### src/rtl/pulse_train_gen.sv
// pulse_train_gen
// Self-test stimulus source for the frequency meter. Within each window of W
// clock cycles it emits exactly N evenly spaced rising edges on sig_out.
// Edge placement uses a fractional accumulator: it adds 2N each cycle and
// toggles sig_out whenever the sum reaches W.
//
// Ports:
//   clk         system clock, rising edge
//   reset_n     synchronous active-low reset
//   start       one-cycle request, honoured only in IDLE
//   stop        synchronous abort, priority over everything but reset
//   continuous  latched at start; repeat windows until stop
//   edge_count  N, rising edges per window (latched at start)
//   window_len  W, window length in cycles (latched at start)
//   sig_out     generated signal (registered)
//   busy        high while running
//   done        one-cycle pulse per completed window
//   err         one-cycle pulse when a start request is rejected
module pulse_train_gen #(
    parameter int CNT_W = 16,
    parameter int WIN_W = 27
) (
    input  logic             clk,
    input  logic             reset_n,
    input  logic             start,
    input  logic             stop,
    input  logic             continuous,
    input  logic [CNT_W-1:0] edge_count,
    input  logic [WIN_W-1:0] window_len,
    output logic             sig_out,
    output logic             busy,
    output logic             done,
    output logic             err
);

    // Width that holds both 2N and W without truncation.
    localparam int CMP_W = ((CNT_W + 1) > WIN_W) ? (CNT_W + 1) : WIN_W;
    // One extra bit so acc + 2N cannot overflow (acc < W and 2N <= W).
    localparam int SUM_W = CMP_W + 1;
    localparam int ACC_W = WIN_W + 1;
    localparam logic [WIN_W-1:0] WIN_ONE = WIN_W'(1);

    typedef enum logic [0:0] {
        IDLE = 1'b0,
        RUN  = 1'b1
    } state_t;

    state_t             state_r;
    state_t             state_nxt_s;
    logic [ACC_W-1:0]   acc_r;
    logic [ACC_W-1:0]   acc_nxt_s;
    logic [WIN_W-1:0]   wcnt_r;
    logic [WIN_W-1:0]   wcnt_nxt_s;
    logic [CNT_W-1:0]   n_r;
    logic [WIN_W-1:0]   w_r;
    logic               cont_r;
    logic               sig_out_r;
    logic               sig_nxt_s;
    logic               busy_r;
    logic               done_r;
    logic               done_nxt_s;
    logic               err_r;
    logic               err_nxt_s;
    logic               load_s;

    logic [CMP_W-1:0]   req_two_n_s;
    logic [CMP_W-1:0]   req_w_s;
    logic               reject_s;
    logic [SUM_W-1:0]   sum_s;
    logic [SUM_W-1:0]   w_ext_s;
    logic               toggle_s;
    logic               last_s;

    assign sig_out = sig_out_r;
    assign busy    = busy_r;
    assign done    = done_r;
    assign err     = err_r;

    // Request legality check on the live inputs, operands zero-extended.
    always_comb begin
        req_two_n_s = CMP_W'({edge_count, 1'b0});
        req_w_s     = CMP_W'(window_len);
        reject_s    = (window_len == {WIN_W{1'b0}}) || (req_two_n_s > req_w_s);
    end

    // Accumulator step and window-end detection on the latched parameters.
    always_comb begin
        w_ext_s  = SUM_W'(w_r);
        sum_s    = SUM_W'(acc_r) + SUM_W'({n_r, 1'b0});
        toggle_s = (sum_s >= w_ext_s);
        last_s   = (wcnt_r == (w_r - WIN_ONE));
    end

    // Next-state logic.
    always_comb begin
        state_nxt_s = state_r;
        if (stop) begin
            state_nxt_s = IDLE;
        end else begin
            case (state_r)
                IDLE: begin
                    if (start && !reject_s) begin
                        state_nxt_s = RUN;
                    end else begin
                        state_nxt_s = IDLE;
                    end
                end
                RUN: begin
                    if (last_s && !cont_r) begin
                        state_nxt_s = IDLE;
                    end else begin
                        state_nxt_s = RUN;
                    end
                end
                default: state_nxt_s = IDLE;
            endcase
        end
    end

    // Next values of the datapath and the registered outputs.
    always_comb begin
        acc_nxt_s  = acc_r;
        wcnt_nxt_s = wcnt_r;
        sig_nxt_s  = sig_out_r;
        done_nxt_s = 1'b0;
        err_nxt_s  = 1'b0;
        load_s     = 1'b0;
        if (stop) begin
            acc_nxt_s  = {ACC_W{1'b0}};
            wcnt_nxt_s = {WIN_W{1'b0}};
            sig_nxt_s  = 1'b0;
        end else begin
            case (state_r)
                IDLE: begin
                    if (start && reject_s) begin
                        err_nxt_s = 1'b1;
                    end else if (start) begin
                        load_s     = 1'b1;
                        acc_nxt_s  = {ACC_W{1'b0}};
                        wcnt_nxt_s = {WIN_W{1'b0}};
                    end else begin
                        load_s = 1'b0;
                    end
                end
                RUN: begin
                    if (toggle_s) begin
                        acc_nxt_s = ACC_W'(sum_s - w_ext_s);
                        sig_nxt_s = ~sig_out_r;
                    end else begin
                        acc_nxt_s = ACC_W'(sum_s);
                    end
                    if (last_s) begin
                        wcnt_nxt_s = {WIN_W{1'b0}};
                        done_nxt_s = 1'b1;
                    end else begin
                        wcnt_nxt_s = wcnt_r + WIN_ONE;
                    end
                end
                default: begin
                    acc_nxt_s  = {ACC_W{1'b0}};
                    wcnt_nxt_s = {WIN_W{1'b0}};
                    sig_nxt_s  = 1'b0;
                end
            endcase
        end
    end

    // State, datapath and output registers.
    always_ff @(posedge clk) begin
        if (!reset_n) begin
            state_r   <= IDLE;
            acc_r     <= {ACC_W{1'b0}};
            wcnt_r    <= {WIN_W{1'b0}};
            n_r       <= {CNT_W{1'b0}};
            w_r       <= {WIN_W{1'b0}};
            cont_r    <= 1'b0;
            sig_out_r <= 1'b0;
            busy_r    <= 1'b0;
            done_r    <= 1'b0;
            err_r     <= 1'b0;
        end else begin
            state_r   <= state_nxt_s;
            acc_r     <= acc_nxt_s;
            wcnt_r    <= wcnt_nxt_s;
            sig_out_r <= sig_nxt_s;
            busy_r    <= (state_nxt_s == RUN);
            done_r    <= done_nxt_s;
            err_r     <= err_nxt_s;
            if (load_s) begin
                n_r    <= edge_count;
                w_r    <= window_len;
                cont_r <= continuous;
            end else begin
                n_r    <= n_r;
                w_r    <= w_r;
                cont_r <= cont_r;
            end
        end
    end

endmodule

### config.mk
export PLATFORM = sky130hd
export DESIGN_NAME = pulse_train_gen
export DESIGN_NICKNAME = d
export VERILOG_FILES = /design/src/rtl/pulse_train_gen.sv
export SDC_FILE = /design/constraint.sdc
export NUM_CORES = 1
export LEC_CHECK = 0
export ABC_CLOCK_PERIOD_IN_PS = 4900
export CAP_MARGIN = 30
export CORE_MARGIN = 4
export CORE_UTILIZATION = 55
export DETAILED_ROUTE_END_ITERATION = 10
export PLACE_DENSITY = 0.85
export SKIP_LAST_GASP = 1
export SLEW_MARGIN = 0
export SYNTH_ARGS = -nofsm -noshare
export SYNTH_HDL_FRONTEND = slang
export SYNTH_SLANG_ARGS = --single-unit
### constraint.sdc
create_clock -name clk -period 4.9 [get_ports clk]
set_clock_uncertainty 0.1 [all_clocks]
set_input_delay 0.735 -clock clk [delete_from_list [all_inputs] [get_ports clk]]
set_output_delay 0.735 -clock clk [all_outputs]
set_load 0.02 [all_outputs]
==> results.md, run 1 <==
- DR iter-0 viols: 911
- IO Count: 52
- Clock Path Buffers: 2
- First-pass GRT wire length: 37.9 mm
- Cell Area, Synth: 8200 sq um
- Hold-fix buffers, CTS: 0
- Clk slew on worst S/H paths: 70 ps
- Avg Cell Area, Syn: between 7 and 8 sq um
- Tmin final: 4810 ps
- Layout cell share with drive strength beyond 1: 7.86%
- Final Hold Viols: 0
- Largest stage delay on the critical path: 390 ps
- Largest family of logic cells by synthesized area: simple AND/OR/NAND/NOR gates
- Post-synth top flop: dfxtp_1
- CTS tree: yes
- Rows: 44
- Pre-antenna DRT Iters: 7
- H-tree depth: 3
- Post-route DRC: 0
- Inserted Clock Buffers: 9
- Simple-Gate Fraction of Synth Area: 24.2%
- Met2 wire len: 11.1 mm
- Top layer in use: met4
- CP Capture Type: flop
- Crit path launch type: flop
- Root Driver: clkbuf_16
- Seq/Total Area, Yosys: 25.1%
- CP cell instances: ha_1, fa_2, a211oi_2, o211ai_1, o21a_1, a21o_1, a21oi_1, xnor2_1, ha_1, a21oi_2, o221ai_2, o41ai_2, nand3b_1, a221o_1, buf_4, nor4_4, buf_4, a21boi_0, a221o_1
- Final core utilization: 64.9%
- Slew Limit Fails: 0
- Starting utilization of the core area: between 50 and 60%
- FF+latch count, synth: 103
- Worst-Margin Slew: 943 ps
- Final ANT Viol Nets: 0
- Antenna violations before repair: 0
- WS Path Type: flop to flop
- Via count: 8147
- Gpl congestion: 0.970
- Synth cell types: 70
- Syn-to-layout area delta: 15.5%
- Compound-Gate Fraction of Synth Area: 20.2%
- Maxcap violations: 0
- F_max: 208 MHz
- Setup WS post-layout: between 90 and 100 ps
- Crit Path Max Fanout: 5
- Clk sinks: 103
- Area of the die: 16900 sq um
- Vias in the first global route: 7719
- Post-Route M1 WL: ~10 mm
- Post-synth EDFFs: 0
- Synth Area in Adders: 9.80%
- Final nets: 1200
- Critical Path RT: a little over 5000 ps
- Most common cell after layout, fill and taps aside: dfxtp_1
- GRT Overall Usage: 27.8%
- Psw: approximately 0.8 mW
- DP Wirelength: 18.0 mm
- Internal power: ~1.7 mW
- Rel. slew slack: 36.6%
- Synth warn: 0
- Port bufs: slightly above 50
- Tcrit/Tclk final: 98.1%
- XOR/XNOR share of the synthesized area: 8.33%
- DIE WIDTH: 130 microns
- Mapped Cells: 1041
- Routed wire length per instance: 18.9 microns
- WL final: ~24 mm
- Most frequent cells in the layout: dfxtp_1, inv_1, nand2_1
- CP max-delay cell: a221o_1
- Largest net degree at the start of global routing: 46
- Post-Place Setup Slack: 49.2 ps
- Grt total ovfl: 0
- Hold Crit Class: flop to flop
- Net Sw Frac: 32.2%
- Post-synthesis mux area share: 6.23%
- Clock share of power: between 30% and 40%
- CORE AREA: ~15000 sq um
- Vias per cell: about 6.4
- Async SR Flop Fraction: 0%
- Syn Nets: ~1200
- Clk_lat worst skew: 360 ps
- Static Leak: 3.73 nW
- Delay-heaviest family, CP: compound AO/OA/AOI/OAI gates
- Worst VDD drop: 0.197 mV
- Arrival @ worst endpoint: 5000 ps
- Logic pwr share: 30.9%
- Sequential Power Share: between 30% and 40%
- Met3 wire length: 1.72 mm
- Outcome: complete, no violations
- Buf+Inv Stages, Crit Path: 2
- Pwr dens: 260 nW/um^2
- Die Ht: between 100 and 150 microns
- Diodes inserted: 0
- Final setup vio count: 0
## synthesized netlist by cell type (11+ instances only)
master / n / area (sq um)
a21o_1: 11 / 82.6
nor3_1: 17 / 85.1
xor2_1: 36 / 315
and3_1: 11 / 68.8
nand3_1: 46 / 230
buf_2: 11 / 55.1
nor2_1: 51 / 191
o21a_1: 15 / 113
nand4_1: 22 / 138
inv_1: 85 / 319
nor2b_1: 34 / 213
nand2_1: 76 / 285
a31oi_1: 14 / 87.6
o21ai_0: 51 / 255
mux2i_1: 51 / 510
and2_1: 20 / 125
a21oi_1: 72 / 360
xnor2_1: 42 / 368
nor4_1: 14 / 87.6
clkbuf_1: 28 / 105
dfxtp_1: 103 / 2060
ha_1: 61 / 763
a22oi_1: 16 / 120
a211oi_1: 11 / 82.6
o211ai_1: 11 / 82.6
## stage by stage
step	TNS (ps)	hold WS, ps	cells	power (mW)	cell area, sq um
after floorplan	0	336	1041	1.41	8200
after global placement	-151	360	1257	1.60	8970
after detailed placement	0	364	1258	1.61	8980
after CTS	0	373	1274	2.42	9320
after global routing	-920	414	1278	2.57	9470
final	0	381	1278	2.46	9470
## registers in the layout, summed over array words and instances, names as in the netlist
signal   count
acc_r       28
w_r         27
wcnt_r      27
n_r         16
busy         1
cont_r       1
done         1
err          1
sig_out      1
## power by group through the flow
stage	Sequential, mW	Clock (mW)	Combinational [mW]
floorplan	0.897	0	0.513
detailed placement	0.906	0	0.707
CTS	0.887	0.817	0.715
global route	0.891	0.849	0.827
global placement	0.905	0	0.691
finish	0.888	0.813	0.761
## cells by family (layout without fill, tap and decap cells)
kind of cell             Yosys count  count (layout)
AND/OR/NAND/NOR                  360             360
buffers and inverters            128             181
multiplexers                      51              51
adder cells (fa/ha/maj)           63              63
XOR/XNOR                          78              78
flip-flops                       103             103
AO/OA/AOI/OAI                    258             258
## worst min-delay path, cell delays in order, from the launching register on
cell	delay, ps
dfxtp_1	330
nand2_1	60
a21oi_1	50
## layout make-up
type	instances	area (sq um)
Multi-Input combinational cell	810	5790
Sequential cell	103	2060
Tap cell	184	230
Fill cell	1192	5120
Clock buffer	11	253
Timing Repair Buffer	80	742
Clock inverter	5	80.1
Inverter	85	319
## routing by layer
metal / GRT usage [%] / vias up
met5: 0 / -
met2: 44.4 / 402
li1: - / 3879
met4: 12.9 / 0
met3: 5.28 / 72
met1: 36.4 / 3794
## path summary, 6_finish.rpt
check,startpoint,to,slack (ps),depth (start not counted)
worst min register to register,acc_r[15],acc_r[15],380,2
worst min-delay path,acc_r[15],acc_r[15],380,2
worst max register to register,acc_r[1],acc_r[26],90,19
worst max-delay path,acc_r[1],acc_r[26],90,19
## timing repair
action | in CTS | in global routing
resized for setup | 1 | 25
setup endpoints to repair | 6 | 29
buffers inserted | 0 | 3
pin swaps | 0 | 12
gates cloned | 0 | 1
Power figures use the tool's default switching activity.
==> run 2, diff against run 1 <==
--- a/config.mk
+++ b/config.mk
@@ -5,13 +5,11 @@
 export SDC_FILE = /design/constraint.sdc
 export NUM_CORES = 1
 export LEC_CHECK = 0
-export ABC_CLOCK_PERIOD_IN_PS = 4900
 export CAP_MARGIN = 30
 export CORE_MARGIN = 4
-export CORE_UTILIZATION = 55
+export CORE_UTILIZATION = 66
 export DETAILED_ROUTE_END_ITERATION = 10
-export PLACE_DENSITY = 0.85
-export SKIP_LAST_GASP = 1
+export PLACE_DENSITY = 0.94
 export SLEW_MARGIN = 0
 export SYNTH_ARGS = -nofsm -noshare
 export SYNTH_HDL_FRONTEND = slang
==> constraint.sdc (replaced) <==
create_clock -name clk -period 5.7 [get_ports clk]
set_clock_uncertainty 0.1 [all_clocks]
set_input_delay 0.855 -clock clk [delete_from_list [all_inputs] [get_ports clk]]
set_output_delay 0.855 -clock clk [all_outputs]
set_load 0.02 [all_outputs]
==> results.md, run 2 (same netlist as run 1, synthesis figures left out) <==
- Outcome: complete, no violations
- Buf+Inv Stages, Crit Path: 0
- Grt total ovfl: 0
- Inserted Clock Buffers: 9
- Diodes inserted: 0
- Rows: 40
- CTS tree: yes
- Clock Path Buffers: 2
- CP Capture Type: flop
- Root Driver: clkbuf_16
- Gpl congestion: 0.989
- Final nets: around 1200
- DP Wirelength: 17.8 mm
- Critical Path RT: 5910 ps
- Starting utilization of the core area: 67.7%
- Clk_lat worst skew: 360 ps
- WS Path Type: flop to flop
- Post-DP Area: 8850 sq um
- Vias per cell: 6.53
- Crit path launch type: flop
- Largest stage delay on the critical path: about 590 ps
- Tmin final: 5260 ps
- F_max: 190 MHz
- Via count: 8123
- GRT Overall Usage: approximately a third
- Final Hold Viols: 0
- CP cell instances: ha_1, fa_1, a211oi_1, o211ai_1, a21bo_2, nand2b_1, a31oi_1, xnor2_1, ha_1, nand2_1, or4_1, a31oi_1, nand3b_1, a221o_1, nor3_1, nand2b_1, or4_1, nand3_1
- Final setup vio count: 0
- RSZ-0062 raised after global routing: false
- Post-CTS Setup Bufs: 0
- Net Sw Frac: 32.5%
- Antenna violations before repair: 0
- Worst-Margin Slew: between 600 and 700 ps
- Largest net degree at the start of global routing: 46
- Syn-to-layout area delta: 11.9%
- Worst VDD drop: 0.216 mV
- DIE WIDTH: approximately 120 microns
- Clk slew on worst S/H paths: 70 ps
- CTS resizes: 0
- Arrival @ worst endpoint: 5470 ps
- Pwr dens: 224 nW/um^2
- Port bufs: 51
- CP max-delay cell: or4_1
- Clk sinks: between 100 and 150
- Hold Crit Class: flop to flop
- Psw: 0.669 mW
- First-pass GRT wire length: 37.7 mm
- Setup tns final: 0 ps
- Fin area: 9180 sq um
- Vias in the first global route: 7847
- Delay-heaviest family, CP: simple AND/OR/NAND/NOR gates
- Routed wire length per instance: 18.7 microns
- Tcrit/Tclk final: 92.3%
- Crit Path Max Fanout: 10
- Most common cell after layout, fill and taps aside: dfxtp_1
- Rel. slew slack: 56.3%
- Area of the die: 14300 sq um
- Maxcap violations: 0
- IO Count: 52
- Logic pwr share: 29.7%
- Slew Limit Fails: 0
- H-tree depth: 3
- Hold-fix buffers, CTS: 0
- CORE AREA: roughly 12000 sq um
- Internal power: ~1.4 mW
- Static Leak: around 3.6 nW
- Top reg by flops: acc_r
- DR iter-0 viols: approximately 840
- Most frequent cells in the layout: dfxtp_1, inv_1, nand2_1
- WL final: 23.2 mm
- Biggest regs: acc_r: 28 flops, w_r: 27 flops, wcnt_r: 27 flops
- Largest register FFs: 28
- Pre-antenna DRT Iters: 5
- Clock share of power: 33.1%
- Die Ht: 119 microns
- Sequential Power Share: 37.2%
- Post-route DRC: 0
- Layout cell share with drive strength beyond 1: 4.65%
- Final ANT Viol Nets: 0
==> run 2: metrics by stage <==
| step | setup WS (ps) | std cells | utilization, % | power [mW] | hold slack [ps] |
|---|---|---|---|---|---|
| finish | 439 | 1244 | 75.8 | 2.06 | 392 |
| global route | 80.9 | 1244 | 75.8 | 2.14 | 405 |
| CTS | 523 | 1244 | 75.8 | 2.04 | 383 |
| detailed placement | 569 | 1228 | 73.1 | 1.37 | 371 |
| global placement | 768 | 1228 | 73.1 | 1.35 | 363 |
| floorplan | 1030 | 1041 | - | 1.21 | 336 |
==> run 2: cell type report <==
class,count,area (sq um)
repair buffers,62,606
fillers,893,2940
flip-flops and latches,103,2060
inverters,85,319
clock inverters,7,97.6
well taps,168,210
multi-input cells,810,5660
clock buffers,9,225
==> run 2: routing by layer <==
layer	part of all wire, %	wire length (microns)	track usage (%)	vias up
met2	46	10700	53.5	421
met1	40	9330	39.6	3779
li1	-	-	-	3820
met3	7.6	1770	6.08	103
met5	0	0	0	-
met4	5.9	1380	18.9	0
==> run 2: path summary, 6_finish.rpt <==
kind | start | endpoint | slack, ps | cells after the start
max | acc_r[1] | acc_r[27] | 440 | 18
min | acc_r[15] | acc_r[15] | 390 | 2
max reg2reg | acc_r[1] | acc_r[27] | 440 | 18
min reg2reg | acc_r[15] | acc_r[15] | 390 | 2
==> run 2: power by group through the flow <==
| stage | sequential [mW] | combinational, mW | clock (mW) |
|---|---|---|---|
| 6_report | 0.764 | 0.610 | 0.681 |
| 4_1_cts | 0.763 | 0.599 | 0.680 |
| 5_1_grt | 0.766 | 0.670 | 0.708 |
| 3_5_place_dp | 0.779 | 0.591 | 0 |
| 3_3_place_gp | 0.778 | 0.575 | 0 |
| 2_1_floorplan | 0.771 | 0.441 | 0 |
==> run 2: worst min-delay path: stages, from the launching register on <==
cell     delay, ps
dfxtp_1        330
nand2_1         60
a21oi_1         60
